## src/rtl/ucode_seq_ctrl.sv

```systemverilog
// rtl/ucode_seq_ctrl.sv - microcoded control sequencer driving datapath mux selects and load strobes
// A writable table of N_STEPS words is played out one word per cycle, with hold, abort and loop.
module ucode_seq_ctrl #(
  parameter  int N_STEPS = 20,
  parameter  int ADDR_W  = 5,
  parameter  int N_MUX   = 3,
  parameter  int SEL_W   = 2,
  parameter  int N_LD    = 4,
  localparam int UW      = 1 + N_LD + N_MUX*SEL_W
) (
  input  logic                   clk,
  input  logic                   reset,
  input  logic                   i_start,
  input  logic                   i_abort,
  input  logic                   i_hold,
  input  logic                   i_loop,
  input  logic                   i_prog_we,
  input  logic [ADDR_W-1:0]      i_prog_addr,
  input  logic [UW-1:0]          i_prog_data,
  output logic [N_MUX*SEL_W-1:0] o_sel_out,
  output logic [N_LD-1:0]        o_ld_out,
  output logic                   o_busy,
  output logic                   o_done,
  output logic [ADDR_W-1:0]      o_step
);

  localparam int SW = N_MUX*SEL_W;

  typedef enum logic {S_IDLE, S_RUN} state_t;

  state_t              r_state;
  logic [UW-1:0]       r_mem [N_STEPS];
  logic [SW-1:0]       r_sel;
  logic [N_LD-1:0]     r_ld;
  logic                r_busy;
  logic                r_done;
  logic                r_last;
  logic [ADDR_W-1:0]   r_step;

  logic [ADDR_W-1:0]   w_nxt_addr;
  logic [UW-1:0]       w_word0;
  logic [UW-1:0]       w_word_nxt;
  logic                w_final;
  logic                w_wr_ok;

  assign w_nxt_addr = r_step + ADDR_W'(1);
  assign w_word0    = r_mem[0];
  assign w_word_nxt = r_mem[w_nxt_addr];
  // The step-count bound guarantees termination even with a table lacking last bits.
  assign w_final    = r_last || (r_step == ADDR_W'(N_STEPS-1));
  assign w_wr_ok    = (r_state == S_IDLE) && i_prog_we && (int'(i_prog_addr) < N_STEPS);

  // Table has no reset so a program survives a controller reset.
  always_ff @(posedge clk) begin
    if (w_wr_ok) begin
      r_mem[i_prog_addr] <= i_prog_data;
    end
  end

  always_ff @(posedge clk) begin
    if (reset) begin
      r_state <= S_IDLE;
      r_sel   <= '0;
      r_ld    <= '0;
      r_busy  <= 1'b0;
      r_done  <= 1'b0;
      r_last  <= 1'b0;
      r_step  <= '0;
    end else begin
      case (r_state)
        S_IDLE: begin
          r_done <= 1'b0;
          if (i_start) begin
            r_state <= S_RUN;
            r_busy  <= 1'b1;
            r_step  <= '0;
            r_sel   <= w_word0[SW-1:0];
            r_ld    <= w_word0[UW-2 -: N_LD];
            r_last  <= w_word0[UW-1];
          end
        end
        S_RUN: begin
          if (i_abort) begin
            r_state <= S_IDLE;
            r_busy  <= 1'b0;
            r_done  <= 1'b0;
            r_step  <= '0;
            r_sel   <= '0;
            r_ld    <= '0;
            r_last  <= 1'b0;
          end else if (i_hold) begin
            r_ld   <= '0;
            r_done <= 1'b0;
          end else if (w_final) begin
            r_done <= 1'b1;
            if (i_loop) begin
              r_step <= '0;
              r_sel  <= w_word0[SW-1:0];
              r_ld   <= w_word0[UW-2 -: N_LD];
              r_last <= w_word0[UW-1];
            end else begin
              r_state <= S_IDLE;
              r_busy  <= 1'b0;
              r_step  <= '0;
              r_sel   <= '0;
              r_ld    <= '0;
              r_last  <= 1'b0;
            end
          end else begin
            r_done <= 1'b0;
            r_step <= w_nxt_addr;
            r_sel  <= w_word_nxt[SW-1:0];
            r_ld   <= w_word_nxt[UW-2 -: N_LD];
            r_last <= w_word_nxt[UW-1];
          end
        end
        default: r_state <= S_IDLE;
      endcase
    end
  end

  assign o_sel_out = r_sel;
  assign o_ld_out  = r_ld;
  assign o_busy    = r_busy;
  assign o_done    = r_done;
  assign o_step    = r_step;

endmodule

```

## config.mk

```make
export PLATFORM = sky130hd
export DESIGN_NAME = ucode_seq_ctrl
export DESIGN_NICKNAME = d
export VERILOG_FILES = /design/src/rtl/ucode_seq_ctrl.sv
export SDC_FILE = /design/constraint.sdc
export NUM_CORES = 1
export LEC_CHECK = 0
export CORE_ASPECT_RATIO = 0.5
export CORE_UTILIZATION = 45
export DETAILED_ROUTE_END_ITERATION = 8
export DONT_BUFFER_PORTS = 1
export SLEW_MARGIN = 15
export SYNTH_ARGS = -nofsm -noshare
export SYNTH_HDL_FRONTEND = slang
export SYNTH_SLANG_ARGS = --single-unit
```

## constraint.sdc

```tcl
create_clock -name clk -period 6.45 [get_ports clk]
set_input_delay 0.9675 -clock clk [delete_from_list [all_inputs] [get_ports clk]]
set_output_delay 0.9675 -clock clk [all_outputs]
set_load 0.03 [all_outputs]
```

# == After elaboration in Yosys (flattened, before gate mapping) ==
# Memories as Yosys holds them, arrays and structs flattened.
# Cells that the tools add are included.
# totals
elab_cells,62
out_inout_bits,17
input_bits,23
mem_bits_rw,220
ff_bits,19
memories,1
# op_classes
n_reduce_logical,5
order_cmp,1
bitwise_logic,1
mux,41
n_addsub,1
n_eq_ne,5
# memory_table
memory,words,width,rd,rd_ports_with_merged_regs,write_ports,line,source
r_mem,20,11,2,0,1,32,logic [UW-1:0] r_mem [N_STEPS];
# op_table
cell,n
6-bit two-way mux,5
1-bit two-way mux,20
4-bit two-way mux,5
5-bit two-way mux,4
6-bit one-hot mux with 2 select lines,1
5-bit one-hot mux with 2 select lines,1
1-bit one-hot mux with 2 select lines,4
4-bit one-hot mux with 2 select lines,1
"3-bit inequality test, second input constant",2
"5-bit by 1-bit adder with 5-bit output, second input constant",1
"5-bit equality test, second input constant",1
"5-bit < comparator, second input constant",1
4-bit AND reduction,1
"3-bit by 2-bit inequality test with 1-bit output, second input constant",1
1-bit logical AND,2
"2-bit inequality test, second input constant",1
2-bit AND reduction,1
1-bit logical OR,1
1-bit inverter,1

# == Longest topological paths before layout ==
# Gate-level depths: netlist of run 1.
# depth
ltp_word,6
depth_mapped,9
depth_no_buf,6

# == Least setup slack after synthesis of run 1 ==
# Ideal clock, no wire load.
# synth_path
path_type,input -> register
start,input port i_prog_addr[4]
end,memory r_mem[8][0] (netlist bit) (enable)
setup_slack_ns,3.921
arrival_time_ns,2.136
setup_ns,0.393
cell_stages,3
cell_sequence,nor3b_1 -> nand2_1 -> nor3_1
# synth_via
elab_chain_len,4
# synth_lines
element,line,source
from (decl),18,"input logic [ADDR_W-1:0] i_prog_addr,"
5-bit < comparator,51,assign w_wr_ok = (r_state == S_IDLE) && i_prog_we && (int'(i_prog_addr) < N_STEPS);
1-bit logical AND,51,
1-bit two-way mux,55,if (w_wr_ok) begin
1-bit two-way mux (implied by the code),56,r_mem[i_prog_addr] <= i_prog_data;
to (decl),32,
# Several ways; a longest one is shown, not always the timed one.

# == Final worst setup path of run 1 ==
# layout_path
start,"register r_step[1], in the netlist o_step[1]"
end,"register r_ld[1], in the netlist o_ld_out[1]"
# layout_via
elab_chain_len,6
elab_cells_between_ends,8
classes_between,1 x add/sub; 1 x eq/ne; 4 x mux; 1 x reduce/logical; 1 x memory
# layout_lines
element,line,source
from (decl),38,logic [ADDR_W-1:0] r_step;
from (signal assigned),111,r_step <= w_nxt_addr;
5-bit by 1-bit adder with 5-bit output or 5-bit equality test (tied branches),"46, 50",
memory read 20 x 11 bit or 1-bit logical OR (tied branches),--,
4-bit two-way mux *,94,end else if (w_final) begin
4-bit two-way mux *,91,end else if (i_hold) begin
4-bit two-way mux *,83,if (i_abort) begin
4-bit one-hot mux with 2 select lines *,70,case (r_state)
to (signal assigned),78,r_ld <= w_word0[UW-2 -: N_LD];
to (signal assigned),99,r_ld <= w_word0[UW-2 -: N_LD];
to (signal assigned),113,r_ld <= w_word_nxt[UW-2 -: N_LD];
to (decl),34,logic [N_LD-1:0] r_ld;
# Every way passes the cells marked *; elsewhere a longest branch is shown, timed or not.
# A chain may end at the register's enable or synchronous reset.

==> insert_results.sql, run 1 <==
INSERT INTO impl_metrics (metric_group, metric, value, unit) VALUES
('outcome', 'status', 'finished clean', ''),
('timing', 'timing.final.hold_violations', '0', ''),
('logic_synthesis', 'post_synth_net_total', '560', ''),
('global_route', 'grt-busiest-layer', 'met1', ''),
('worst_setup_path', 'max_stage_delay', '1.08', 'ns'),
('logic_synthesis', 'synthArstFlopShare', '0', '%'),
('logic_synthesis', 'post_synth_instance_area', '9920', 'sq um'),
('clock_network', 'number_of_h_tree_branching_levels', '1', ''),
('clock_network', 'worstSkewPairLatency', '0.50', 'ns'),
('min_path', 'whs_path_depth', '2', ''),
('pwr', 'leakage', '0.00334', 'uW'),
('timing', 'period_utilization_post_route', '50.9', '%'),
('worst_setup_path', 'worst-r2r-setup-slack', '3.16', 'ns'),
('worst_setup_path', 'worst_ep_arrival_time', '3.64', 'ns'),
('finish', 'final_nets', '571', ''),
('run', 'timing.max_cap.violations', '0', ''),
('finish', 'drive_above_1_share', '23.3', '%'),
('worst_setup_path', 'crit_fanout', '32', ''),
('global_route', 'grt_antenna_before_repair', '0', ''),
('timing', 'clock.fmax', '304', 'MHz'),
('route', 'postRouteWirelength', '21700', 'um'),
('die', 'io_pins', '40', ''),
('clock_network', 'cts_repair_resize_count', '0', ''),
('worst_setup_path', 'critical_path.most_common_cell', 'sky130_fd_sc_hd__a2111oi_1', ''),
('worst_setup_path', 'critical_path.cell_chain', 'ha_2 -> mux4_1 -> mux2_2 -> a2111oi_1 -> a2111oi_1', ''),
('route', 'detail_route.vias_per_cell', '5.85', ''),
('worst_setup_path', 'reg2reg_from', 'o_step[1]', ''),
('finish', 'final_util', '52.0', '%'),
('die', 'die_w', '212', 'um'),
('clock_network', 'cts_buffer_depth', '3', ''),
('global_route', 'track_usage', '19.9', '%'),
('timing', 'clock-skew-final', '0.00994', 'ns'),
('pwr', 'max-vdd-ir-drop', '0.164', 'mV'),
('global_route', 'grt_use_met3', '3.75', '%'),
('logic_synthesis', 'yosys_warnings', '0', ''),
('logic_synthesis', 'synth_edf_count', '220', ''),
('timing', 'fin_tns_setup', '0', 'ns'),
('route', 'drtIter0Drc', '542', ''),
('route', 'drc', '0', ''),
('global_route', 'grt-ovfl-total', '0', ''),
('clock_network', 'clock-root-buffer', 'sky130_fd_sc_hd__clkbuf_16', ''),
('worst_setup_path', 'startpoint_type', 'register', ''),
('timing', 'max_slew.worst_pin.slew', '1.15', 'ns'),
('logic_synthesis', 'dominantRegCellSynth', 'sky130_fd_sc_hd__edfxtp_1', ''),
('clock_network', 'post_cts_setup_bufs', '0', ''),
('route', 'final_antenna_net_count', '0', ''),
('global_route', 'grt_max_degree', '43', ''),
('finish', 'area_overhead_of_the_layout_relative_to_synthesis', '10.5', '%'),
('timing', 'final-setup-viol-count', '0', ''),
('finish', 'antenna-diode-count', '0', ''),
('clock_network', 'clock_tree_from_tritoncts', 'done', ''),
('logic_synthesis', 'synth_top_cells_by_area', 'sky130_fd_sc_hd__edfxtp_1 (67%), sky130_fd_sc_hd__mux4_2 (7.9%), sky130_fd_sc_hd__mux4_1 (5.3%), sky130_fd_sc_hd__dfxtp_1 (3.8%), sky130_fd_sc_hd__mux2_2 (2.2%)', ''),
('min_path', 'hold_path.startpoint', 'r_last', ''),
('worst_setup_path', 'reg2reg_to', 'o_ld_out[1]', ''),
('die', 'coreArea', '21100', 'sq um'),
('die', 'die_h', '107', 'um'),
('clock_network', 'clk_pin_slew_worst_paths', '0.07', 'ns'),
('route', 'route.detailed.wl_per_inst', '25.3', 'um'),
('logic_synthesis', 'post_synth_num_cell_types', '41', ''),
('logic_synthesis', 'synth_top_cell_area_share', '66.6', '%'),
('min_path', 'hold_end', 'r_last', ''),
('pwr', 'power_per_cell_area', '285', 'nW/um^2'),
('logic_synthesis', 'avgSynthCellArea', '18.5', 'sq um'),
('worst_setup_path', 'cp_data_required_time', '6.80', 'ns'),
('worst_setup_path', 'depth_of_the_worst_register_to_register_path', '5', ''),
('timing', 'timing.max_slew.rel_slack', '22.7', '%'),
('global_route', 'use_met1', '30.5', '%'),
('clock_network', 'cts-hold-fix-buffers', '0', ''),
('route', 'via_count', '5001', ''),
('timing', 'setup_repair_after_global_routing_missed_its_margin', 'false', ''),
('die', 'die_area', '22700', 'sq um');
==> stage by stage <==
step	power [uW]	hold slack [ns]	area, sq um	std cells	setup WS, ns
after detailed placement	1860	0.502	10200	815	3.10
after floorplan	1840	0.480	9920	536	3.92
after global routing	3210	0.512	11000	855	2.96
after CTS	3140	0.509	11000	855	3.11
after global placement	1860	0.490	10200	815	3.18
final	3120	0.520	11000	855	3.16
==> layout make-up <==
class | count | area, sq um
fill | 1667 | 10100
sequential | 239 | 6990
multi-input combinational | 260 | 2730
clock buffer | 26 | 597
tap | 292 | 365
timing repair buffer | 18 | 135
clock inverter | 14 | 119
inverter | 6 | 22.5
==> kinds of logic (layout without fill, tap and decap cells) <==
group	Yosys count	in the layout	share of synthesized area, %
DFF	239	239	70.5
and+or+nand+nor	126	126	6.17
muxes	77	77	15.9
AOI/OAI and AO/OA	54	54	4.73
buffers and inverters	37	64	2.30
xor gates and xnor gates	2	2	0.366
adders and majority gates	1	1	0.126
==> worst max-delay path by stage <==
stage,startpoint,end,slack (ns),cells after the start
floorplan,i_prog_addr[4],r_mem[8][0],3.92,3
global placement,o_step[1],o_sel_out[1],3.18,6
detailed placement,o_step[1],o_sel_out[5],3.10,6
CTS,o_step[1],o_sel_out[5],3.11,6
global route,o_step[1],o_sel_out[1],2.96,6
finish,o_step[1],o_ld_out[1],3.16,5
==> cells in the mapped netlist, types with 2 or more instances <==
cell type / number
sky130_fd_sc_hd__a2111oi_2: 13
sky130_fd_sc_hd__dfxtp_1: 19
sky130_fd_sc_hd__nor3b_1: 2
sky130_fd_sc_hd__o21ai_0: 3
sky130_fd_sc_hd__nand4_1: 2
sky130_fd_sc_hd__inv_1: 6
sky130_fd_sc_hd__nor2b_1: 22
sky130_fd_sc_hd__edfxtp_1: 220
sky130_fd_sc_hd__nand3_1: 5
sky130_fd_sc_hd__mux2_4: 3
sky130_fd_sc_hd__a2111oi_1: 8
sky130_fd_sc_hd__mux4_2: 35
sky130_fd_sc_hd__nor3_1: 18
sky130_fd_sc_hd__clkbuf_1: 10
sky130_fd_sc_hd__nor2_1: 29
sky130_fd_sc_hd__a21oi_1: 24
sky130_fd_sc_hd__nand2b_1: 3
sky130_fd_sc_hd__mux2_2: 19
sky130_fd_sc_hd__and3_1: 2
sky130_fd_sc_hd__mux4_1: 20
sky130_fd_sc_hd__buf_2: 8
sky130_fd_sc_hd__buf_6: 7
sky130_fd_sc_hd__buf_4: 4
sky130_fd_sc_hd__nand2_1: 37
==> flip-flops by register name (all words and copies together) (netlist names) <==
signal,cells
r_mem,220
o_step,5
o_busy,1
o_done,1
o_ld_out,4
r_state,1
r_last,1
o_sel_out,6
==> critical path, delay by kind of cell (launching register included) <==
| kind | cells | cell delay, ns |
|---|---|---|
| AO/OA/AOI/OAI | 2 | 0.60 |
| multiplexers | 2 | 0.94 |
| adder cells (fa/ha/maj) | 1 | 1.08 |
| flip-flops | 1 | 0.47 |
==> power by group <==
group	switching, uW	internal [uW]
Combinational	54.2	40.5
Sequential	23.0	1710
Clock	556	741
Total	634	2490
==> metal layers <==
metal,up-vias,share of wire [%]
met5,-,0
met4,0,2.2
met3,28,6.5
met2,168,44
met1,2609,47
li1,2196,-
==> cell usage in the layout (no fill, tap or decap), types with 4 or more instances in the layout <==
master,netlist,layout
sky130_fd_sc_hd__a2111oi_1,8,8
sky130_fd_sc_hd__a2111oi_2,13,13
sky130_fd_sc_hd__a21oi_1,24,24
sky130_fd_sc_hd__buf_4,4,18
sky130_fd_sc_hd__clkbuf_16,0,23
sky130_fd_sc_hd__clkinv_1,0,5
sky130_fd_sc_hd__clkinv_2,0,5
sky130_fd_sc_hd__dfxtp_1,19,18
sky130_fd_sc_hd__edfxtp_1,220,220
sky130_fd_sc_hd__inv_1,6,6
sky130_fd_sc_hd__mux2_2,19,19
sky130_fd_sc_hd__mux4_1,20,20
sky130_fd_sc_hd__mux4_2,35,35
sky130_fd_sc_hd__nand2_1,37,37
sky130_fd_sc_hd__nand3_1,5,5
sky130_fd_sc_hd__nor2_1,29,28
sky130_fd_sc_hd__nor2b_1,22,22
sky130_fd_sc_hd__nor3_1,18,14
sky130_fd_sc_hd__nor3_2,0,4
Power figures use the tool's default switching activity.
==> run 2: changes to the inputs <==
--- a/config.mk
+++ b/config.mk
@@ -5,6 +5,7 @@
 export SDC_FILE = /design/constraint.sdc
 export NUM_CORES = 1
 export LEC_CHECK = 0
+export ABC_AREA = 1
 export CORE_ASPECT_RATIO = 0.5
 export CORE_UTILIZATION = 45
 export DETAILED_ROUTE_END_ITERATION = 8
==> constraint.sdc (replaced) <==
create_clock -name clk -period 2.9 [get_ports clk]
set_input_delay 0.435 -clock clk [delete_from_list [all_inputs] [get_ports clk]]
set_output_delay 0.435 -clock clk [all_outputs]
set_load 0.03 [all_outputs]
==> insert_results.sql, run 2 <==
INSERT INTO impl_metrics (metric_group, metric, value, unit) VALUES
('clock_network', 'numClockSinks', '239', ''),
('worst_setup_path', 'worst_ep_arrival_time', '2.70', 'ns'),
('logic_synthesis', 'yosys_warnings', '0', ''),
('global_route', 'grt_max_degree', '78', ''),
('finish', 'area_overhead_of_the_layout_relative_to_synthesis', '12.1', '%'),
('worst_setup_path', 'worst-r2r-setup-slack', '0.58', 'ns'),
('logic_synthesis', 'synth.cells.most_frequent', 'sky130_fd_sc_hd__edfxtp_1 (220), sky130_fd_sc_hd__nand2_1 (198), sky130_fd_sc_hd__nor2_1 (124), sky130_fd_sc_hd__nand3_1 (101), sky130_fd_sc_hd__o21ai_0 (87)', ''),
('logic_synthesis', 'synth_edf_count', '220', ''),
('finish', 'final_util', '51.8', '%'),
('logic_synthesis', 'synthArstFlopShare', '0', '%'),
('global_route', 'grt-ovfl-total', '0', ''),
('clock_network', 'worstSkewPairLatency', '0.50', 'ns'),
('run', 'timing.max_cap.violations', '0', ''),
('route', 'drtIter0Drc', '761', ''),
('route', 'via_count', '6796', ''),
('clock_network', 'cts_buffer_depth', '3', ''),
('timing', 'period_utilization_post_route', '79.8', '%'),
('worst_setup_path', 'reg2reg_to', 'o_sel_out[0]', ''),
('finish', 'layout.cells.most_common_list', 'sky130_fd_sc_hd__edfxtp_1 (220), sky130_fd_sc_hd__nand2_1 (198), sky130_fd_sc_hd__nor2_1 (124)', ''),
('global_route', 'global_route_wire_length_before_repair', '38100', 'um'),
('worst_setup_path', 'reg2reg_from', 'o_step[0]', ''),
('logic_synthesis', 'most_area_hungry_cell_type_in_the_yosys_netlist', 'sky130_fd_sc_hd__edfxtp_1', ''),
('placed_design', 'gpl.final_weighted_congestion', '0.846', ''),
('logic_synthesis', 'post_synth_num_cell_types', '24', ''),
('route', 'route.detailed.wl_per_inst', '19.7', 'um'),
('global_route', 'grt_antenna_before_repair', '0', ''),
('logic_synthesis', 'post_synth_instance_area', '10100', 'sq um'),
('finish', 'antenna-diode-count', '0', ''),
('worst_setup_path', 'cp_data_required_time', '3.29', 'ns'),
('logic_synthesis', 'synth_top_cells_by_area', 'sky130_fd_sc_hd__edfxtp_1 (66%), sky130_fd_sc_hd__nand2_1 (7.4%), sky130_fd_sc_hd__nand3_1 (5.0%), sky130_fd_sc_hd__nor2_1 (4.6%), sky130_fd_sc_hd__o21ai_0 (4.3%)', ''),
('clock_network', 'clock_tree_from_tritoncts', 'done', ''),
('worst_setup_path', 'critPathKind', 'reg -> reg', ''),
('route', 'detail_route.vias_per_cell', '5.38', ''),
('finish', 'final_cell_area', '11300', 'sq um'),
('timing', 'clock.fmax', '432', 'MHz'),
('logic_synthesis', 'postSynthRegisterBits', '239', ''),
('logic_synthesis', 'dominantRegCellSynth', 'sky130_fd_sc_hd__edfxtp_1', ''),
('route', 'detail_route.first_pass.iterations', '5', ''),
('die', 'io_pins', '40', ''),
('timing', 'max_slew.worst_pin.slew', '0.647', 'ns'),
('die', 'start_util', '46.2', '%'),
('timing', 'fin_tns_setup', '0', 'ns'),
('die', 'die_area', '23000', 'sq um'),
('logic_synthesis', 'avgSynthCellArea', '10.8', 'sq um'),
('timing', 'setup_repair_after_global_routing_missed_its_margin', 'false', ''),
('timing', 'slew_violations', '0', ''),
('placed_design', 'dpl_cell_area', '10500', 'sq um'),
('logic_synthesis', 'synthesis.instances', '936', ''),
('clock_network', 'post_cts_setup_bufs', '0', ''),
('finish', 'regMostFlops', 'r_mem', ''),
('die', 'die_w', '213', 'um'),
('timing', 'timing.final.hold_violations', '0', ''),
('logic_synthesis', 'synth_top_cell_area_share', '65.7', '%'),
('worst_setup_path', 'startpoint_type', 'register', ''),
('worst_setup_path', 'worst_setup_path_end_kind', 'register', ''),
('worst_setup_path', 'crit_fanout', '20', ''),
('finish', 'flip_flop_count_of_the_largest_register_all_copies_and_words_added', '220', ''),
('global_route', 'first_global_vias', '6164', ''),
('finish', 'drive_above_1_share', '7.68', '%'),
('min_path', 'hold_end', 'r_mem[5][8]', ''),
('timing', 'clock-skew-final', '0.00729', 'ns'),
('finish', 'most_common_cell_after_layout_fill_and_taps_aside', 'sky130_fd_sc_hd__edfxtp_1', ''),
('clock_network', 'cts-hold-fix-buffers', '1', ''),
('clock_network', 'clk_pin_slew_worst_paths', '0.07', 'ns'),
('timing', 'timing.max_slew.rel_slack', '56.8', '%'),
('route', 'postRouteWirelength', '24900', 'um'),
('route', 'final_antenna_net_count', '0', ''),
('worst_setup_path', 'depth_of_the_worst_register_to_register_path', '11', ''),
('route', 'drc', '0', ''),
('clock_network', 'number_of_h_tree_branching_levels', '1', ''),
('clock_network', 'clock-root-buffer', 'sky130_fd_sc_hd__clkbuf_16', ''),
('pwr', 'leakage', '0.00421', 'uW'),
('min_path', 'hold_path.startpoint', 'i_prog_data[8]', ''),
('die', 'core.rowCount', '38', ''),
('min_path', 'whs_path_depth', '0', ''),
('min_path', 'hold_path_class', 'in -> reg', ''),
('placed_design', 'portBuffers', '0', ''),
('logic_synthesis', 'post_synth_net_total', '960', ''),
('finish', 'final_nets', '972', ''),
('logic_synthesis', 'most_used_standard_cell_by_instance_count_after_synthesis', 'sky130_fd_sc_hd__edfxtp_1', ''),
('global_route', 'track_usage', '22.3', '%'),
('placed_design', 'place.detailed.hpwl', '15900', 'um'),
('die', 'coreArea', '21800', 'sq um'),
('clock_network', 'cts_repair_resize_count', '0', ''),
('clock_network', 'tritoncts.num_buffers', '22', ''),
('logic_synthesis', 'synth-seq-area-share', '69.4', '%'),
('pwr', 'max-vdd-ir-drop', '0.342', 'mV'),
('die', 'die_h', '108', 'um'),
('timing', 'final-setup-viol-count', '0', ''),
('timing', 'finalWorstPathRequiredPeriod', '2.32', 'ns'),
('pwr', 'power_per_cell_area', '644', 'nW/um^2'),
('outcome', 'status', 'finished clean', '');
run 2: worst max path at each step:
stage                     depth (start not counted)  slack [ns]      endpoint  startpoint
after floorplan                                  12        0.97  o_sel_out[0]   o_step[0]
after CTS                                        11        0.63  o_sel_out[0]   o_step[0]
after global placement                           11        0.57  o_sel_out[0]   o_step[0]
after global routing                             11        0.44  o_sel_out[0]   o_step[0]
final                                            11        0.58  o_sel_out[0]   o_step[0]
after detailed placement                         11        0.64  o_sel_out[0]   o_step[0]
run 2: cells by family after synthesis:
logic type | Yosys count | share of synthesized area, %
AO/OA/AOI/OAI | 141 | 7.45
XOR/XNOR | 5 | 0.510
adder cells (fa/ha/maj) | 1 | 0.124
buffers and inverters | 124 | 5.26
flip-flops | 239 | 69.4
AND/OR/NAND/NOR | 426 | 17.2
run 2: critical path, cell delays in order, from the launching register on:
cell                      delay [ns]
sky130_fd_sc_hd__dfxtp_4        0.47
sky130_fd_sc_hd__buf_4          0.31
sky130_fd_sc_hd__inv_2          0.16
sky130_fd_sc_hd__buf_4          0.24
sky130_fd_sc_hd__o21ai_0        0.47
sky130_fd_sc_hd__nand3_1        0.14
sky130_fd_sc_hd__nand3_1        0.10
sky130_fd_sc_hd__nand2_1        0.08
sky130_fd_sc_hd__nand2_1        0.06
sky130_fd_sc_hd__nand2_1        0.05
sky130_fd_sc_hd__nand2_1        0.05
sky130_fd_sc_hd__a21oi_1        0.05
run 2: report_power, final:
group	internal [uW]	total (uW)	switching (uW)
Combinational	105	358	253
Sequential	3790	3840	52.2
Clock	1840	3060	1220
Total	5740	7260	1530
run 2: cell type report:
type                       instances  area, sq um
clock inverter                     9          144
multi-input combinational        573         2560
tap                              300          375
inverter                          75          282
fill                            1907        10500
sequential                       239         6990
clock buffer                      31          616
timing repair buffer              37          318
run 2: per-stage QoR:
stage / setup slack [ns] / total power [uW] / hold slack, ns / cells
floorplan: 0.974 / 4160 / 0.533 / 936
global placement: 0.572 / 4270 / 0.508 / 1223
detailed placement: 0.643 / 4270 / 0.509 / 1223
CTS: 0.629 / 7310 / 0.00669 / 1264
global route: 0.440 / 7480 / 0.00460 / 1264
finish: 0.585 / 7260 / 0.0265 / 1264
run 2: routing by layer:
layer | GRT usage, % | part of all wire, % | up-vias
met4 | 3.88 | 1.5 | 0
met1 | 35.3 | 48 | 3266
met5 | 0 | 0 | -
li1 | - | - | 3223
met3 | 3.79 | 8.5 | 29
met2 | 32.0 | 42 | 278
==> run 3: changes to the inputs <==
==> constraint.sdc (replaced) <==
create_clock -name clk -period 2.1 [get_ports clk]
set_input_delay 0.315 -clock clk [delete_from_list [all_inputs] [get_ports clk]]
set_output_delay 0.315 -clock clk [all_outputs]
set_load 0.03 [all_outputs]
==> insert_results.sql, run 3 (synthesis gave the netlist of run 2 again) <==
INSERT INTO impl_metrics (metric_group, metric, value, unit) VALUES
('outcome', 'status', 'finished clean', ''),
('timing', 'layout_setup_ws', '0.142', 'ns'),
('timing', 'max_slew.worst_pin.slew', '0.990', 'ns'),
('min_path', 'hold_path.startpoint', 'i_loop', ''),
('global_route', 'grt_max_degree', '49', ''),
('timing', 'setup_repair_after_global_routing_missed_its_margin', 'false', ''),
('worst_setup_path', 'critical_path.most_common_cell', 'sky130_fd_sc_hd__nand3_1', ''),
('clock_network', 'number_of_h_tree_branching_levels', '1', ''),
('die', 'die_w', '213', 'um'),
('global_route', 'track_usage', '23.5', '%'),
('route', 'final_antenna_net_count', '0', ''),
('finish', 'layout.cells.most_common_list', 'sky130_fd_sc_hd__edfxtp_1 (220), sky130_fd_sc_hd__nand2_1 (198), sky130_fd_sc_hd__nor2_1 (124)', ''),
('global_route', 'grt-ovfl-total', '0', ''),
('worst_setup_path', 'worst-r2r-setup-slack', '0.14', 'ns'),
('worst_setup_path', 'reg2reg_from', 'o_step[0]', ''),
('run', 'timing.max_cap.violations', '0', ''),
('finish', 'regMostFlops', 'r_mem', ''),
('finish', 'antenna-diode-count', '0', ''),
('die', 'die_area', '23000', 'sq um'),
('worst_setup_path', 'crit_path_max_delay_family', 'simple AND/OR/NAND/NOR gates', ''),
('worst_setup_path', 'worst_setup_path_end_kind', 'register', ''),
('worst_setup_path', 'critical_path.slowest_cell', 'sky130_fd_sc_hd__dfxtp_4', ''),
('placed_design', 'dpl_cell_area', '10700', 'sq um'),
('clock_network', 'tritoncts.num_buffers', '23', ''),
('route', 'route.detailed.wl_per_inst', '20.4', 'um'),
('die', 'core.rowCount', '38', ''),
('route', 'detail_route.vias_per_cell', '5.44', ''),
('finish', 'drive_above_1_share', '8.78', '%'),
('pwr', 'p_total', '9740', 'uW'),
('timing', 'finalWorstPathRequiredPeriod', '1.96', 'ns'),
('pwr', 'max-vdd-ir-drop', '0.455', 'mV'),
('clock_network', 'worstSkewPairLatency', '0.51', 'ns'),
('clock_network', 'numClockSinks', '239', ''),
('clock_network', 'clk_pin_slew_worst_paths', '0.06', 'ns'),
('placed_design', 'gpl.final_weighted_congestion', '0.891', ''),
('global_route', 'global_route_wire_length_before_repair', '39500', 'um'),
('worst_setup_path', 'critical_path.cell_chain', 'ha_2 -> inv_2 -> buf_4 -> nand3_1 -> nand3_1 -> nand3_1 -> nand2_1 -> nand2_1 -> nand3_1 -> nand2_1 -> a21oi_1', ''),
('route', 'via_count', '7026', ''),
('route', 'postRouteWirelength', '26300', 'um'),
('timing', 'fin_tns_setup', '0', 'ns'),
('min_path', 'hold_path_class', 'in -> reg', ''),
('worst_setup_path', 'crit_fanout', '14', ''),
('worst_setup_path', 'cp_data_required_time', '2.53', 'ns'),
('worst_setup_path', 'startpoint_type', 'register', ''),
('timing', 'timing.final.hold_violations', '0', ''),
('timing', 'clock-skew-final', '0.0163', 'ns'),
('finish', 'final_nets', '1003', ''),
('timing', 'timing.max_slew.rel_slack', '33.8', '%'),
('die', 'coreArea', '21800', 'sq um'),
('pwr', 'leakage', '0.00433', 'uW'),
('worst_setup_path', 'depth_of_the_worst_register_to_register_path', '11', ''),
('worst_setup_path', 'worst_ep_arrival_time', '2.39', 'ns'),
('route', 'drc', '0', ''),
('worst_setup_path', 'max_stage_delay', '0.38', 'ns'),
('finish', 'most_common_cell_after_layout_fill_and_taps_aside', 'sky130_fd_sc_hd__edfxtp_1', ''),
('clock_network', 'cts_buffer_depth', '3', ''),
('die', 'die_h', '108', 'um'),
('worst_setup_path', 'reg2reg_to', 'o_ld_out[2]', ''),
('route', 'drtIter0Drc', '798', ''),
('clock_network', 'clock-root-buffer', 'sky130_fd_sc_hd__clkbuf_16', ''),
('worst_setup_path', 'critPathKind', 'reg -> reg', ''),
('timing', 'period_utilization_post_route', '93.2', '%'),
('global_route', 'first_global_vias', '6323', ''),
('placed_design', 'portBuffers', '0', ''),
('timing', 'final-setup-viol-count', '0', ''),
('global_route', 'grt_antenna_before_repair', '0', ''),
('timing', 'slew_violations', '0', ''),
('placed_design', 'dp_worst_setup_slack', '0.209', 'ns'),
('finish', 'flip_flop_count_of_the_largest_register_all_copies_and_words_added', '220', ''),
('finish', 'area_overhead_of_the_layout_relative_to_synthesis', '14.2', '%'),
('finish', 'final_cell_area', '11500', 'sq um'),
('die', 'io_pins', '40', ''),
('placed_design', 'place.detailed.hpwl', '17000', 'um'),
('die', 'start_util', '46.2', '%'),
('clock_network', 'cts_repair_resize_count', '0', ''),
('clock_network', 'clock_tree_from_tritoncts', 'done', ''),
('timing', 'clock.fmax', '511', 'MHz'),
('min_path', 'whs_path_depth', '4', ''),
('route', 'detail_route.first_pass.iterations', '5', ''),
('min_path', 'hold_end', 'o_ld_out[3]', ''),
('finish', 'final_util', '52.8', '%'),
('pwr', 'power_per_cell_area', '848', 'nW/um^2'),
('worst_setup_path', 'count_of_buffer_and_inverter_cells_on_the_critical_path', '2', '');
==> run 3: cell type report <==
cell class              count  area, sq um
well taps                 300          375
multi-input cells         573         2560
inverters                  75          282
clock inverters             5         45.0
clock buffers              32          619
fillers                  1927        10300
flip-flops and latches    239         6990
repair buffers             67          623
==> run 3: how the worst max path moves through the flow <==
stage,start,endpoint,slack (ns),cells past startpoint
global route,o_step[0],o_sel_out[4],0.04,12
detailed placement,o_step[0],o_sel_out[2],0.21,11
CTS,o_step[0],o_sel_out[2],0.19,11
global placement,o_step[0],o_sel_out[2],0.24,11
finish,o_step[0],o_ld_out[2],0.14,11
floorplan,o_step[0],o_sel_out[0],0.17,12
==> run 3: worst register-to-register path: stages, from the launching register on <==
cell                      delay, ns
sky130_fd_sc_hd__dfxtp_4       0.38
sky130_fd_sc_hd__ha_2          0.31
sky130_fd_sc_hd__inv_2         0.10
sky130_fd_sc_hd__buf_4         0.24
sky130_fd_sc_hd__nand3_1       0.11
sky130_fd_sc_hd__nand3_1       0.19
sky130_fd_sc_hd__nand3_1       0.10
sky130_fd_sc_hd__nand2_1       0.10
sky130_fd_sc_hd__nand2_1       0.10
sky130_fd_sc_hd__nand3_1       0.09
sky130_fd_sc_hd__nand2_1       0.06
sky130_fd_sc_hd__a21oi_1       0.12
==> run 3: routing by layer <==
layer	wire, um	global-route usage, %	share of wire [%]	vias up
met5	0	0	0	-
met4	435	4.69	1.7	0
met3	2820	5.02	11	33
met2	10700	32.2	41	327
met1	12300	37.5	47	3382
li1	-	-	-	3284
==> run 3: per-stage QoR <==
| stage | instances | hold slack, ns |
|---|---|---|
| 6_report | 1291 | 0.0714 |
| 5_1_grt | 1291 | 0.0856 |
| 4_1_cts | 1291 | 0.0542 |
| 3_5_place_dp | 1241 | 0.389 |
| 3_3_place_gp | 1241 | 0.387 |
| 2_1_floorplan | 936 | 0.414 |
==> run 3: what timing repair did <==
action,CTS,global route
endpoints found under the hold margin,228,0
endpoints found under the setup margin,0,0
hold buffers,13,0
setup buffers,0,0
==> run 3: where the power goes <==
group / switching, uW / internal, uW / total (uW)
Combinational: 436 / 180 / 616
Clock: 1660 / 2160 / 3820
Sequential: 69.3 / 5240 / 5310
Total: 2170 / 7580 / 9740
